==> config.mk <==
export PLATFORM = sky130hd
export DESIGN_NAME = lane_queue
export DESIGN_NICKNAME = d
export VERILOG_FILES = /design/src/rtl/light_pkg.sv /design/src/rtl/lane_queue.sv
export SDC_FILE = /design/constraint.sdc
export NUM_CORES = 1
export LEC_CHECK = 0
export CORE_AREA = 2 2 39 41
export CTS_CLUSTER_DIAMETER = 40
export CTS_CLUSTER_SIZE = 14
export DETAILED_ROUTE_END_ITERATION = 8
export DIE_AREA = 0 0 41 43
export GPL_TIMING_DRIVEN = 0
export PLACE_DENSITY = 0.5
export SLEW_MARGIN = 20
export SYNTH_ARGS = -nofsm -noshare
export SYNTH_HDL_FRONTEND = slang
export SYNTH_SLANG_ARGS = --single-unit
==> constraint.sdc <==
create_clock -name clk -period 3.6 [get_ports clk]
set_input_delay 0.9 -clock clk [delete_from_list [all_inputs] [get_ports clk]]
set_output_delay 0.9 -clock clk [all_outputs]
set_load 0.005 [all_outputs]
==> src/rtl/light_pkg.sv <==
// light_pkg: light codes and lane engine states shared by the intersection model
package light_pkg;
  typedef enum logic [1:0] {GREEN = 2'b00, YELLOW = 2'b01, RED = 2'b10, ILLEGAL = 2'b11} light_t;
  typedef enum logic {IDLE, SERVE} lane_state_t;
endpackage

==> src/rtl/lane_queue.sv <==
// lane_queue: per-street vehicle queue released one vehicle per DEPART_CYCLES green cycles
module lane_queue
  import light_pkg::*;
#(
  parameter int CNT_W         = 3,
  parameter int DEPART_CYCLES = 2
) (
  input  logic             clk,
  input  logic             reset,
  input  logic             arrive,
  input  light_t           light,
  output logic [CNT_W-1:0] q,
  output logic             sensor,
  output logic             depart,
  output logic             drop
);
  localparam int TW = DEPART_CYCLES > 1 ? $clog2(DEPART_CYCLES) : 1;
  localparam logic [TW-1:0] T_LAST = TW'(DEPART_CYCLES - 1);
  localparam logic [CNT_W-1:0] Q_FULL = '1;
  lane_state_t state_q, state_d;
  logic [TW-1:0] t_q, t_d;
  logic [CNT_W-1:0] q_q, q_d;
  logic dep_q, dep_d, drop_q, drop_d, green, due;
  always_comb begin
    green   = light == GREEN;
    due     = state_q == SERVE && green && t_q == T_LAST;
    dep_d   = due && q_q != '0;
    drop_d  = arrive && !dep_d && q_q == Q_FULL;
    state_d = green ? SERVE : IDLE;
    t_d     = (state_q != SERVE || !green) ? '0 : due ? (dep_d ? '0 : t_q) : t_q + 1'b1;
    q_d     = drop_d ? q_q : q_q + CNT_W'(arrive) - CNT_W'(dep_d);
  end
  always_ff @(posedge clk) begin
    if (reset) begin
      state_q <= IDLE;
      t_q     <= '0;
      q_q     <= '0;
      dep_q   <= 1'b0;
      drop_q  <= 1'b0;
    end else begin
      state_q <= state_d;
      t_q     <= t_d;
      q_q     <= q_d;
      dep_q   <= dep_d;
      drop_q  <= drop_d;
    end
  end
  assign q      = q_q;
  assign sensor = q_q != '0;
  assign depart = dep_q;
  assign drop   = drop_q;
endmodule

Word-level counts from Yosys, hierarchy flattened
Index checks and enable logic that the tools add are counted.
W data, S select, Z words.

word-level totals
  bits in registers = 7
  bits in latches = 0
  RAM bits = 0
  memory bits (read-only) = 0
  output and inout port bits = 6
  memories kept = 0

cells by class
  add/sub/neg operators = 3
  multipliers = 0
  div/mod/pow operators = 0
  order comparisons = 0
  equal/unequal tests = 2
  shift-type cells = 0
  muxes and demuxes = 3
  bitwise logic cells = 1
  reduce and logical (&&, ||, !) cells = 11

operator list
  kind                   number
  $logic_and A1 B1 Y1    5
  $add A3 B1 Y3          1
  $eq A3 B3 Y1 const B   1
  $mux W1                3
  $reduce_bool A3 Y1     1
  $sub A3 B1 Y3          1
  $logic_not A1 Y1       2
  $logic_not A2 Y1       1
  $ne A2 B2 Y1 const B   1
  $reduce_or A2 Y1       1
  $add A1 B1 Y1 const B  1
  $logic_or A1 B1 Y1     1
  $not A1 Y1             1

Logic depth before layout (Yosys ltp)
Gate-level depths: netlist of run 1.

  depth after elaboration = 7
  mapped depth = 8
  gate-level depth less buffers = 8

Worst setup path before layout of run 1
No wires, ideal clock.

  kind = input -> register
  from = input port light[1]
  to = register q_q[2] (netlist: q[2])
  data arrival time = 2.309 ns
  required time = 3.476 ns
  path slack = 1.167 ns
  stages on the path = 8
  buffers on the path = 0
  path through = or3b_1 > nor2_1 > ha_1 > inv_1 > ha_1 > fa_1 > xor3_1 > o32ai_1

between the ends
  longest elaborated chain between the ends = 7
  elaborated cells between the ends (all ways) = 8
  those cells by class = add/sub (1); reduce/logical (7)

RTL lines
  what                                                   line              source
  from (decl)                                            lane_queue.sv:11  input light_t light,
  $logic_not A2 Y1 (*)                                   lane_queue.sv:25  green = light == GREEN;
  $logic_and A1 B1 Y1 (*) (2 in a row)                   lane_queue.sv:26  due = state_q == SERVE && green && t_q == T_LAST;
  $logic_and A1 B1 Y1 (*)                                lane_queue.sv:27  dep_d = due && q_q != '0;
  net dep_d                                              lane_queue.sv:23  logic dep_q, dep_d, drop_q, drop_d, green, due;
  branches (longest 3 deep; another with $sub A3 B1 Y3)  --
  to (signal assigned)                                   lane_queue.sv:43  q_q <= q_d;
  to (decl)                                              lane_queue.sv:22  logic [CNT_W-1:0] q_q, q_d;

Mark *: on every way through the listed nets, which the timed path passes.
A chain may end at the register's enable or synchronous reset.

Final worst setup path of run 1
Ends and elaborated chain as after synthesis.

==> impl_metrics.env, run 1 <==
export IMPL_utilization=0.3436
export IMPL_reg2reg_slack_ns=1.52
export IMPL_ir_worst_vdd_mv=0.2644
export IMPL_worstHoldPathType="register to register"
export IMPL_path_cells="clkdlybuf4s50_1 -> or3b_1 -> nor2_1 -> ha_1 -> inv_1 -> ha_1 -> fa_1 -> xor3_1 -> o32ai_1"
export IMPL_die_w_um=41
export IMPL_post_cts_resized=0
export IMPL_synth_area_um2=329.1
export IMPL_routed_wl_um=637
export IMPL_muxShareOfSynthArea=0
export IMPL_whs_ns=0.5036
export IMPL_yosys_area_share_simple=0.1939
export IMPL_setup_viol=0
export IMPL_endpoint_kind="register"
export IMPL_period_needed_ns=2.713
export IMPL_grt_pass1_wl_um=1131
export IMPL_clk_transition_reported_paths_ns=0.05
export IMPL_power_internal_uw=155.8
export IMPL_cts_buffer_depth=2
export IMPL_finalMaxSlewViolations=0
export IMPL_grt_antenna_before_repair=0
export IMPL_endpoint="q[2]"
export IMPL_fp_dieH_um=43
export IMPL_worst_slack_ns=0.8871
export IMPL_yosysWarnings=0
export IMPL_final_cell_mix="clkdlybuf4s50_1, dfxtp_1, inv_1"
export IMPL_clk_latency_ns=0.24
export IMPL_rsz0062_at_grt="no"
export IMPL_synth_top_family_by_area="simple AND/OR/NAND/NOR gates"
export IMPL_cts_buffers_inserted=3
export IMPL_fp_row_count=14
export IMPL_r2r_end="q[2]"
export IMPL_arrival_ns=2.86
export IMPL_p_leak_nw=0.1886
export IMPL_cts_setup_buffers=0
export IMPL_worstPathRequired_ns=3.75
export IMPL_route_met3_wl_um=43
export IMPL_grt_max_degree=7
export IMPL_finalWeightedCongestion=0.7735
export IMPL_post_route_period_util=0.7536
export IMPL_dpl_worst_slack_ns=0.5911
export IMPL_power_frac_clock=0.336
export IMPL_nNetsFinal=54
export IMPL_start_util=0.2378
export IMPL_hold_buffers=0
export IMPL_pwr_share_seq=0.444
export IMPL_area_growth_pct=44.49
export IMPL_worst_slew_pin_slew_ns=0.3281
export IMPL_routed_top_layer="met3"
export IMPL_viasPerCell=4.393
export IMPL_drt_wirelength_per_cell_um=10.44
export IMPL_drc=0
export IMPL_dieArea_um2=1763
export IMPL_p_total_uw=202.5
export IMPL_r2r_cells=8
export IMPL_num_io_pins=11
export IMPL_cts_tree="done"
export IMPL_synthCells=31
export IMPL_core_area_um2=1384
export IMPL_pwr_share_comb=0.220
export IMPL_slew_headroom=0.7794
export IMPL_hpwl_um=524.8
export IMPL_crit_path_start_kind="primary input"
export IMPL_cts_root_buf="clkbuf_4"
export IMPL_syn_avg_cell_area_um2=10.62
export IMPL_cp_common_cell="ha_1"
export IMPL_hold_viol=0
export IMPL_grt_total_usage=0.1000
export IMPL_swShare=0.2308
export IMPL_max_cap_violations=0
export IMPL_rr_startpoint="q[1]"
export IMPL_drt_met1_wl_um=251
export IMPL_cellPowerDensity_nw_per_um2=425.9
export IMPL_critPathMaxFanout=3
export IMPL_drt_iter0_drc=2
export IMPL_slowest_stage="clkdlybuf4s50_1"
export IMPL_synth_compound_area_frac=0.1027
export IMPL_yosysSeqAreaShare=0.4259
export IMPL_yosysUniqueCellTypes=15
export IMPL_fillers=148
export IMPL_skew_ns=0.002919
export IMPL_worstSetupPathType="primary input to register"
export IMPL_antennaDiodeCount=0
export IMPL_synthAdderAreaFrac=0.1369
export IMPL_fmax_mhz=368.6
export IMPL_outcome="finished, final reports clean"
export IMPL_drtPass1Iterations=2
export IMPL_final_layout_size_suffix_gt1_frac=0.08889
export IMPL_crit_start="light[1]"
export IMPL_syn_nets=39
export IMPL_antenna_left=0
export IMPL_route_met2_wl_um=343
export IMPL_ys_seq_elements=7
export IMPL_vias=268
export IMPL_cts_sinks=7
export IMPL_htreeDepth=1
export IMPL_gr_total_overflow=0
export IMPL_p_sw_uw=46.73
export IMPL_final_common_cell="clkdlybuf4s50_1"
export IMPL_yosys_area_share_xor_xnor=0.07224
export IMPL_tns_ns=0
export IMPL_slowest_delay_ns=0.43
export IMPL_io_buffers=10
export IMPL_first_global_vias=266
==> Yosys cell counts, drive strengths merged <==
master	number	area, um2
nand3	1	5.000
inv	6	22.52
or3	1	6.260
and3	1	6.260
nor2	1	3.750
nor3	3	15.01
or3b	1	8.760
ha	2	25.02
o31ai	1	7.510
dfxtp	7	140.1
o32ai	3	26.28
nand2b	1	6.260
fa	1	20.02
and4bb	1	12.51
xor3	1	23.77
==> metrics by stage <==
step / area, um2 / instances
after global placement: 449.2 / 57
final: 475.5 / 61
after detailed placement: 449.2 / 57
after floorplan: 329.1 / 31
after CTS: 475.5 / 61
after global routing: 475.5 / 61
==> cells by family (layout without fill, tap and decap cells) <==
group	count (synthesis)	in the layout
simple gates	10	10
flops	7	7
buf+inv	6	20
compound gates	4	4
fa+ha+maj	3	3
xor+xnor	1	1
==> flip-flops by register name, summed over array words and instances, names as in the netlist <==
name	cells
state_q	1
depart	1
t_q	1
drop	1
q	3
==> worst min-delay path by stage <==
stage          startpoint  endpoint  slack (ns)  cells past startpoint
2_1_floorplan     state_q       t_q        0.46                      1
3_3_place_gp      state_q       t_q        0.47                      1
3_5_place_dp      state_q       t_q        0.49                      1
6_report          state_q       t_q        0.50                      1
4_1_cts           state_q       t_q        0.51                      1
5_1_grt           state_q       t_q        0.52                      1
==> per-layer routing <==
layer  up-vias  track usage
met5         -            0
met4         0      0.04000
met3         0      0.06283
met2         8       0.1375
met1       121       0.1213
li1        139            -
==> layout make-up <==
| class | instances | area (um2) | area share |
|---|---|---|---|
| flip-flops and latches | 7 | 140.1 | 0.2947 |
| well taps | 16 | 20.02 | 0.04211 |
| inverters | 6 | 22.52 | 0.04737 |
| repair buffers | 10 | 100.1 | 0.2105 |
| multi-input cells | 18 | 166.4 | 0.3500 |
| clock buffers | 4 | 26.28 | 0.05526 |
==> power groups by stage <==
stage | registers (mW) | logic (mW) | clock network [mW]
global placement | 0.0914 | 0.0443 | 0
CTS | 0.0901 | 0.0457 | 0.0716
floorplan | 0.0904 | 0.0208 | 0
detailed placement | 0.0917 | 0.0455 | 0
finish | 0.0900 | 0.0445 | 0.0680
global route | 0.0909 | 0.0491 | 0.0773
==> worst max-delay path: cells and delay by family <==
family / cells / cell delay (ns)
compound gates: 1 / 0.13
xor+xnor: 1 / 0.19
fa+ha+maj: 3 / 0.67
buf+inv: 2 / 0.47
simple gates: 2 / 0.50
Power figures use the tool's default switching activity.
==> run 2: changes to the inputs <==
==> constraint.sdc (replaced) <==
create_clock -name clk -period 2.5 [get_ports clk]
set_input_delay 0.625 -clock clk [delete_from_list [all_inputs] [get_ports clk]]
set_output_delay 0.625 -clock clk [all_outputs]
set_load 0.005 [all_outputs]
==> run 2 against run 1 <==
Hold slack improved by 0.0016 ns. Highest routed layer unchanged. First-iteration DRC count stayed put. Clock skew is 0.00058 ns lower. Sequential share of layout area shrank 1.0 points. Critical endpoint is now q[1].
==> impl_metrics.env, run 2 (same netlist as run 1, synthesis figures left out) <==
export IMPL_finalMaxSlewViolations=0
export IMPL_cts_tree="done"
export IMPL_drt_met1_wl_um=253
export IMPL_final_common_cell="clkdlybuf4s50_1"
export IMPL_num_io_pins=11
export IMPL_cts_sinks=7
export IMPL_utilization=0.3562
export IMPL_fmax_mhz=459.0
export IMPL_first_global_vias=266
export IMPL_reg2reg_slack_ns=0.47
export IMPL_drc=0
export IMPL_hold_viol=0
export IMPL_dp_cells=57
export IMPL_pwr_share_comb=0.224
export IMPL_viasPerCell=4.419
export IMPL_outcome="finished, final reports clean"
export IMPL_period_needed_ns=2.179
export IMPL_post_route_period_util=0.8715
export IMPL_min_to="depart"
export IMPL_fp_dieH_um=43
export IMPL_final_layout_size_suffix_gt1_frac=0.1522
export IMPL_cts_buffers_inserted=3
export IMPL_antenna_left=0
export IMPL_drt_wirelength_per_cell_um=10.61
export IMPL_r2r_cells=8
export IMPL_finalWeightedCongestion=0.7735
export IMPL_cts_buffer_depth=2
export IMPL_largest_register_ffs=3
export IMPL_grt_total_usage=0.1000
export IMPL_p_sw_uw=67.62
export IMPL_grt_pass1_wl_um=1131
export IMPL_die_w_um=41
export IMPL_gr_total_overflow=0
export IMPL_vias=274
export IMPL_skew_ns=0.002340
export IMPL_core_area_um2=1384
export IMPL_fp_row_count=14
export IMPL_worstPathRequired_ns=2.62
export IMPL_grt_max_degree=7
export IMPL_power_internal_uw=224.9
export IMPL_max_cap_violations=0
export IMPL_rsz0062_at_grt="no"
export IMPL_slew_headroom=0.7746
export IMPL_nNetsFinal=55
export IMPL_worstSetupPathType="primary input to register"
export IMPL_hpwl_um=524.8
export IMPL_worstHoldPathType="register to register"
export IMPL_p_leak_nw=0.2081
export IMPL_arrival_ns=2.30
export IMPL_crit_start="light[0]"
export IMPL_setup_viol=0
export IMPL_routed_top_layer="met3"
export IMPL_ir_worst_vdd_mv=0.3806
export IMPL_clk_transition_reported_paths_ns=0.05
export IMPL_cellPowerDensity_nw_per_um2=593.4
export IMPL_antennaDiodeCount=0
export IMPL_route_met3_wl_um=43
export IMPL_r2r_end="q[1]"
export IMPL_rr_startpoint="q[1]"
export IMPL_drtPass1Iterations=2
export IMPL_stdcell_count=62
export IMPL_fillers=148
export IMPL_route_met2_wl_um=361
export IMPL_power_frac_clock=0.334
export IMPL_drt_iter0_drc=2
export IMPL_cts_root_buf="clkbuf_4"
export IMPL_hp_start="t_q"
export IMPL_htreeDepth=1
export IMPL_pwr_share_seq=0.443
export IMPL_endpoint_kind="register"
export IMPL_swShare=0.2312
export IMPL_grt_antenna_before_repair=0
export IMPL_io_buffers=10
export IMPL_whs_ns=0.5052
export IMPL_final_cell_mix="clkdlybuf4s50_1, dfxtp_1, inv_1"
export IMPL_crit_path_start_kind="primary input"
export IMPL_whs_path_depth=2
export IMPL_clk_latency_ns=0.24
export IMPL_routed_wl_um=658
export IMPL_dieArea_um2=1763
export IMPL_critPathMaxFanout=3
export IMPL_start_util=0.2378
export IMPL_worst_slew_pin_slew_ns=0.3352
export IMPL_area_growth_pct=49.81
run 2: cell type report:
class                           count  area (um2)  share of cell area
Multi-Input combinational cell     18       171.4              0.3477
Sequential cell                     7       140.1              0.2843
Timing Repair Buffer               11       112.6              0.2284
Clock buffer                        4       26.28             0.05330
Inverter                            6       22.52             0.04569
Tap cell                           16       20.02             0.04061
run 2: how the worst max path moves through the flow:
stage | to | slack (ns) | cells after the start
2_1_floorplan | q[2] | 0.34 | 8
3_3_place_gp | q[2] | -0.18 | 9
3_5_place_dp | q[2] | -0.23 | 9
4_1_cts | q[2] | 0.03 | 9
5_1_grt | q[1] | 0.20 | 9
6_report | q[1] | 0.32 | 9
run 2: stage by stage:
stage          TNS, ns  setup slack, ns  instance area, um2  power, mW
2_1_floorplan        0           0.3417               329.1     0.1601
3_3_place_gp   -0.3535          -0.1822               449.2     0.1955
3_5_place_dp   -0.4170          -0.2339               449.2     0.1975
4_1_cts              0          0.03307               475.5     0.2986
5_1_grt              0           0.2010               493.0     0.3148
6_report             0           0.3212               493.0     0.2925
run 2: metal layers:
layer | track usage | vias up
li1 | - | 140
met1 | 0.1213 | 126
met2 | 0.1375 | 8
met3 | 0.06283 | 0
met4 | 0.04000 | 0
met5 | 0 | -
run 2: what timing repair did:
| action | CTS | global route |
|---|---|---|
| gates resized for setup | 0 | 4 |
| hold buffers | 0 | 0 |
| setup buffers | 0 | 1 |
| setup endpoints to repair | 0 | 2 |
run 2: power groups by stage:
stage                     clock [mW]  combinational, mW  sequential (mW)
after floorplan                    0             0.0300            0.130
after global placement             0             0.0638            0.132
after detailed placement           0             0.0655            0.132
after CTS                      0.103             0.0658            0.130
after global routing           0.111             0.0724            0.131
final                         0.0976             0.0654            0.130
run 2: critical path: stages:
cell	delay [ns]
dlymetal6s2s_1	0.14
or3b_1	0.40
nor2_1	0.11
ha_1	0.23
inv_1	0.05
ha_2	0.18
fa_2	0.44
inv_1	0.06
o32ai_1	0.06
